**src/rtl/multicycle_control_fsm.sv**
```systemverilog
// Sequencing controller for the multi-cycle 16-bit RISC datapath: static opcode decode plus FETCH/DECODE/EXEC/MEM/WB FSM.
// Strobes are Moore outputs of state and the IR opcode (except branch_taken->pc_wr in EXEC); MEM waits on mem_ready with an optional timeout to FAULT.
module multicycle_control_fsm #(
  parameter int OPCODE_W    = 4,
  parameter int MEM_TIMEOUT = 15,
  parameter int CNT_W       = 16
) (
  input  logic                clk,
  input  logic                reset,
  input  logic [OPCODE_W-1:0] opcode,
  input  logic                mode,
  input  logic                branch_taken,
  input  logic                mem_ready,
  output logic                pc_wr,
  output logic                ir_wr,
  output logic                reg_wr,
  output logic                mem_rd,
  output logic                mem_wr,
  output logic [1:0]          pc_src,
  output logic [1:0]          ra_src,
  output logic [1:0]          wb_sel,
  output logic                rb_src,
  output logic                reg_dst,
  output logic                ext_op,
  output logic                alu_src,
  output logic                sv_imm,
  output logic                ext_op_mem,
  output logic                mem_out,
  output logic [2:0]          state,
  output logic                fault,
  output logic [CNT_W-1:0]    retire_cnt
);

  typedef enum logic [2:0] {
    S_FETCH  = 3'd0,
    S_DECODE = 3'd1,
    S_EXEC   = 3'd2,
    S_MEM    = 3'd3,
    S_WB     = 3'd4,
    S_FAULT  = 3'd5
  } state_e;

  localparam int WAIT_W   = (MEM_TIMEOUT < 2) ? 1 : $clog2(MEM_TIMEOUT);
  localparam int TMO_LAST = (MEM_TIMEOUT == 0) ? 0 : MEM_TIMEOUT - 1;
  localparam logic [WAIT_W-1:0] TMO_LAST_V = WAIT_W'(TMO_LAST);

  state_e              state_q, state_d;
  logic [WAIT_W-1:0]   wait_cnt_q, wait_cnt_d;
  logic [CNT_W-1:0]    retire_cnt_q, retire_cnt_d;

  logic       legal;
  logic [3:0] op;
  logic       is_jmp, is_call, is_ret, is_branch, is_alu, is_load, is_store;

  // Anything outside the 16 defined opcodes traps, however wide the field is.
  assign legal     = (32'(opcode) < 32'd16);
  assign op        = opcode[3:0];
  assign is_jmp    = legal && (op == 4'd12);
  assign is_call   = legal && (op == 4'd13);
  assign is_ret    = legal && (op == 4'd14);
  assign is_branch = legal && (op[3:2] == 2'b10);
  assign is_alu    = legal && (op <= 4'd4);
  assign is_load   = legal && ((op == 4'd5) || (op == 4'd6));
  assign is_store  = legal && ((op == 4'd7) || (op == 4'd15));

  always_comb begin
    rb_src     = 1'b0;
    reg_dst    = 1'b0;
    ext_op     = 1'b0;
    alu_src    = 1'b0;
    sv_imm     = 1'b0;
    ext_op_mem = 1'b0;
    mem_out    = 1'b0;
    ra_src     = 2'd0;
    wb_sel     = 2'd0;
    if (legal) begin
      case (op)
        4'd3: begin
          ext_op  = 1'b1;
          alu_src = 1'b1;
        end
        4'd4: alu_src = 1'b1;
        4'd5, 4'd6: begin
          rb_src  = 1'b1;
          ext_op  = 1'b1;
          alu_src = 1'b1;
          wb_sel  = 2'd1;
          if (op == 4'd6) begin
            mem_out    = 1'b1;
            ext_op_mem = mode;
          end
        end
        4'd7: begin
          rb_src  = 1'b1;
          ext_op  = 1'b1;
          alu_src = 1'b1;
        end
        4'd8, 4'd9, 4'd10, 4'd11: begin
          rb_src = 1'b1;
          ra_src = mode ? 2'd2 : 2'd0;
        end
        4'd13: begin
          reg_dst = 1'b1;
          wb_sel  = 2'd2;
        end
        4'd14: ra_src = 2'd1;
        4'd15: begin
          ext_op = 1'b1;
          sv_imm = 1'b1;
        end
        default: ;
      endcase
    end
  end

  always_comb begin
    state_d      = state_q;
    wait_cnt_d   = '0;
    retire_cnt_d = retire_cnt_q;
    pc_wr        = 1'b0;
    ir_wr        = 1'b0;
    reg_wr       = 1'b0;
    mem_rd       = 1'b0;
    mem_wr       = 1'b0;
    pc_src       = 2'd0;
    case (state_q)
      S_FETCH: begin
        ir_wr   = 1'b1;
        pc_wr   = 1'b1;
        state_d = S_DECODE;
      end
      S_DECODE: begin
        if (!legal) begin
          state_d = S_FAULT;
        end else if (is_jmp) begin
          pc_wr   = 1'b1;
          pc_src  = 2'd1;
          state_d = S_FETCH;
        end else if (is_ret) begin
          pc_wr   = 1'b1;
          pc_src  = 2'd2;
          state_d = S_FETCH;
        end else if (is_call) begin
          state_d = S_WB;
        end else begin
          state_d = S_EXEC;
        end
      end
      S_EXEC: begin
        if (is_branch) begin
          pc_wr   = branch_taken;
          pc_src  = 2'd3;
          state_d = S_FETCH;
        end else if (is_alu) begin
          state_d = S_WB;
        end else if (is_load || is_store) begin
          state_d = S_MEM;
        end else begin
          state_d = S_FETCH;
        end
      end
      S_MEM: begin
        mem_rd = is_load;
        mem_wr = is_store;
        // Ready takes priority over an expiring timeout in the same cycle.
        if (mem_ready) begin
          state_d = is_load ? S_WB : S_FETCH;
        end else begin
          wait_cnt_d = wait_cnt_q + WAIT_W'(1);
          if ((MEM_TIMEOUT != 0) && (wait_cnt_q == TMO_LAST_V)) begin
            state_d = S_FAULT;
          end
        end
      end
      S_WB: begin
        reg_wr = 1'b1;
        if (is_call) begin
          pc_wr  = 1'b1;
          pc_src = 2'd1;
        end
        state_d = S_FETCH;
      end
      S_FAULT: state_d = S_FAULT;
      default: state_d = S_FETCH;
    endcase

    if ((state_d == S_FETCH) && (state_q != S_FETCH) && (state_q != S_FAULT)) begin
      retire_cnt_d = retire_cnt_q + CNT_W'(1);
    end

    // Reset aborts in the same cycle, so no strobe may escape it.
    if (reset) begin
      pc_wr  = 1'b0;
      ir_wr  = 1'b0;
      reg_wr = 1'b0;
      mem_rd = 1'b0;
      mem_wr = 1'b0;
    end
  end

  always_ff @(posedge clk) begin
    if (reset) begin
      state_q      <= S_FETCH;
      wait_cnt_q   <= '0;
      retire_cnt_q <= '0;
    end else begin
      state_q      <= state_d;
      wait_cnt_q   <= wait_cnt_d;
      retire_cnt_q <= retire_cnt_d;
    end
  end

  assign state      = state_q;
  assign fault      = (state_q == S_FAULT) && !reset;
  assign retire_cnt = retire_cnt_q;

endmodule

```
**config.mk**
```make
export PLATFORM = sky130hd
export DESIGN_NAME = multicycle_control_fsm
export DESIGN_NICKNAME = d
export VERILOG_FILES = /design/src/rtl/multicycle_control_fsm.sv
export SDC_FILE = /design/constraint.sdc
export NUM_CORES = 1
export LEC_CHECK = 0
export ABC_CLOCK_PERIOD_IN_PS = 2300
export CAP_MARGIN = 0
export CELL_PAD_IN_SITES_DETAIL_PLACEMENT = 0
export CELL_PAD_IN_SITES_GLOBAL_PLACEMENT = 1
export CORE_MARGIN = 1.5
export CORE_UTILIZATION = 28
export DETAILED_ROUTE_END_ITERATION = 6
export PLACE_DENSITY_LB_ADDON = 0.1
export SYNTH_ARGS = -nofsm -noshare
export SYNTH_HDL_FRONTEND = slang
export SYNTH_SLANG_ARGS = --single-unit
export TNS_END_PERCENT = 10
```
**constraint.sdc**
```tcl
create_clock -name clk -period 2.3 [get_ports clk]
set_input_delay 0.46 -clock clk [delete_from_list [all_inputs] [get_ports clk]]
set_output_delay 0.46 -clock clk [all_outputs]
set_load 0.01 [all_outputs]
```
==> impl_metrics.env <==
export IMPL_outcome="complete, no violations"
export IMPL_end_kind="flip-flop"
export IMPL_fin_util_pct=47.4
export IMPL_dieArea_um2=5530
export IMPL_setup_viol=0
export IMPL_yosysSeqAreaShare_pct=32.3
export IMPL_ys_top_cells_by_area="dfxtp_1, a21oi_1, nor2_1"
export IMPL_leakage_nw=0.925
export IMPL_ys_ff_latch=23
export IMPL_antenna_found_initial=0
export IMPL_post_place_ws_ps=-599
export IMPL_r2r_cells=8
export IMPL_r2r_start="state[0]"
export IMPL_drc=0
export IMPL_whs_ps=476
export IMPL_root_buffer="clkbuf_8"
export IMPL_fp_dieW_um=74.3
export IMPL_cts_hold_buffers=0
export IMPL_drv_cap=0
export IMPL_routabilityCongestion=0.856
export IMPL_yosysWarnings=0
export IMPL_path_clk_slew_ps=80
export IMPL_antenna_left=0
export IMPL_post_route_min_period_ps=2250
export IMPL_area_growth_pct=60.1
export IMPL_die_h_um=74.3
export IMPL_synth_top_flop_cell="dfxtp_1"
export IMPL_fin_crit_sh_pct=97.9
export IMPL_fin_skew_ps=2.22
export IMPL_arrival_ps=2440
export IMPL_vias=1605
export IMPL_slew_viol_final=0
export IMPL_syn_inst=179
export IMPL_syn_area_per_cell_um2=7.96
export IMPL_yosys_area_top_type="dfxtp_1"
export IMPL_hpwl_um=3210
export IMPL_htree_levels=1
export IMPL_finalHoldViolCount=0
export IMPL_io_pins=47
export IMPL_tritoncts="done"
export IMPL_power_density_nw_per_um2=445
export IMPL_grt_overflow=0
export IMPL_finalNonFillerCells=326
export IMPL_syn_nets=191
export IMPL_async_reset_ff_share_pct=0
export IMPL_regArea_um2=463
export IMPL_crit_start="state[0]"
export IMPL_endpoint="retire_cnt[4]"
export IMPL_r2r_end="retire_cnt[4]"
export IMPL_vias_per_cell=4.92
export IMPL_total_power_mw=1.01
export IMPL_fillers=510
export IMPL_grt_max_degree=21
export IMPL_synth_edf_count=0
export IMPL_coreArea_um2=4820
export IMPL_cts_setup_buffers=0
export IMPL_clk_latency_ps=250
export IMPL_clock_sinks=23
export IMPL_clock_path_buffers=2
export IMPL_setup_slack_ps=47.6
export IMPL_rsz0062_at_grt="yes"
export IMPL_cp_max_fo=7
export IMPL_drt_pre_antenna_iters=4
export IMPL_hp_class="reg -> reg"
export IMPL_layout_nets=272
export IMPL_grt_pass1_wl_um=6820
export IMPL_first_global_vias=1541
export IMPL_wl_per_cell_um=12.8
export IMPL_numPlacedInstances=322
export IMPL_slew_headroom_pct=78.5
export IMPL_synth_area_um2=1430
export IMPL_r2r_slack_ps=50
export IMPL_synth_top_area_share_pct=32.3
export IMPL_rows=25
export IMPL_worstPathRequired_ps=2490
export IMPL_layout_drive_gt1_share_pct=24.3
export IMPL_crit_type="reg -> reg"
export IMPL_tightestPinTransition_ps=319
export IMPL_multi_input_area_um2=920
export IMPL_start_kind="flip-flop"
export IMPL_synth_cell_types=48
export IMPL_initialDrtViolationCount=50
export IMPL_postRouteWirelength_um=4190
export IMPL_vdd_ir_drop_max_uv=308
export IMPL_start_util_pct=29.6
export IMPL_n_antenna_cell=0
export IMPL_io_buffers=46
export IMPL_fmax_mhz=444
export IMPL_grt_usage_pct=15.5
export IMPL_cts_buffers=3
-- worst min path at each step --
stage	from	to	slack [ps]	cells after the start
final	wait_cnt_q[0]	wait_cnt_q[0]	480	1
after global routing	wait_cnt_q[0]	wait_cnt_q[0]	510	1
after CTS	wait_cnt_q[0]	wait_cnt_q[0]	490	1
after detailed placement	wait_cnt_q[0]	wait_cnt_q[0]	470	1
after global placement	wait_cnt_q[0]	wait_cnt_q[0]	440	1
after floorplan	wait_cnt_q[0]	wait_cnt_q[0]	430	1
-- timing repair --
item | CTS | global route
pin swaps | 0 | 1
endpoints found under the setup margin | 33 | 17
resized for setup | 23 | 14
-- placed cells by master (no fill, tap or decap), drive strengths merged, types with 5 or more instances in the layout --
master         synthesis  layout
nor2                  19      19
nand3                  7       7
o21ai                 12      12
nor3b                  5       5
xnor2                  5       5
nand2                 11      11
dfxtp                 23      23
dlygate4sd2            0      10
a21oi                 16      16
or3                    6       6
buf                    9      44
nor2b                  5       5
clkdlybuf4s50          0      28
clkbuf                 4       7
-- sequential cells by signal (all words and copies together) (netlist names) --
| signal | cells |
|---|---|
| wait_cnt_q | 4 |
| retire_cnt | 16 |
| state | 3 |
-- synth_stat cells, types with 3 or more instances --
master and number:
nand2_1 11, ha_1 3, nor3_1 3, nand4_1 3, o21ai_0 10, a21oi_1 16
nor3b_1 5, buf_2 3, nor2_1 19, or4_1 4, nor4_1 3, nand4b_1 4
xnor2_1 5, and3_1 4, nand3b_1 3, or3_1 6, clkbuf_1 4, buf_6 3
nand3_1 7, dfxtp_1 23, nor2b_1 5, buf_4 3
-- critical path: stages (launching register included) --
cell,delay [ps]
dfxtp_2,330
buf_4,130
and3b_1,170
a21o_1,150
a211o_1,300
or3_4,450
buf_4,160
or3_1,330
a21oi_1,160
-- where the power goes --
group / total, mW / leakage [nW] / switching [mW] / internal [mW]
clock network: 0.243 / 0.0228 / 0.120 / 0.123
registers: 0.426 / 0.187 / 0.0143 / 0.412
logic: 0.345 / 0.716 / 0.160 / 0.186
total: 1.01 / 0.925 / 0.294 / 0.720
-- per-stage QoR --
step | cell area, um^2 | setup TNS, ps
floorplan | 1440 | 0
global placement | 2210 | -11510
detailed placement | 2210 | -12200
CTS | 2270 | -61.4
global route | 2280 | -130
finish | 2280 | 0
-- cells by family (layout without fill, tap and decap cells) --
group / Yosys count / count (layout) / share of synthesized area, %
and+or+nand+nor: 88 / 88 / 35.5
DFF: 23 / 23 / 32.3
AOI/OAI and AO/OA: 43 / 43 / 18.5
buffers and inverters: 15 / 95 / 6.58
xor gates and xnor gates: 6 / 6 / 3.69
adders and majority gates: 3 / 3 / 2.63
muxes: 1 / 1 / 0.790
-- final cells by class --
class / count / area share (%)
clock buffer: 4 / 1.97
inverter: 2 / 0.329
multi-input combinational: 141 / 40.3
sequential: 23 / 20.3
tap: 67 / 3.68
timing repair buffer: 89 / 33.4
-- per-layer routing --
metal | track usage (%) | wire length (um)
met1 | 17.8 | 1900
met2 | 29.9 | 2090
met3 | 2.57 | 159
met4 | 3.64 | 34
met5 | 0 | 0
No activity file was read; power rests on OpenSTA's default activity.
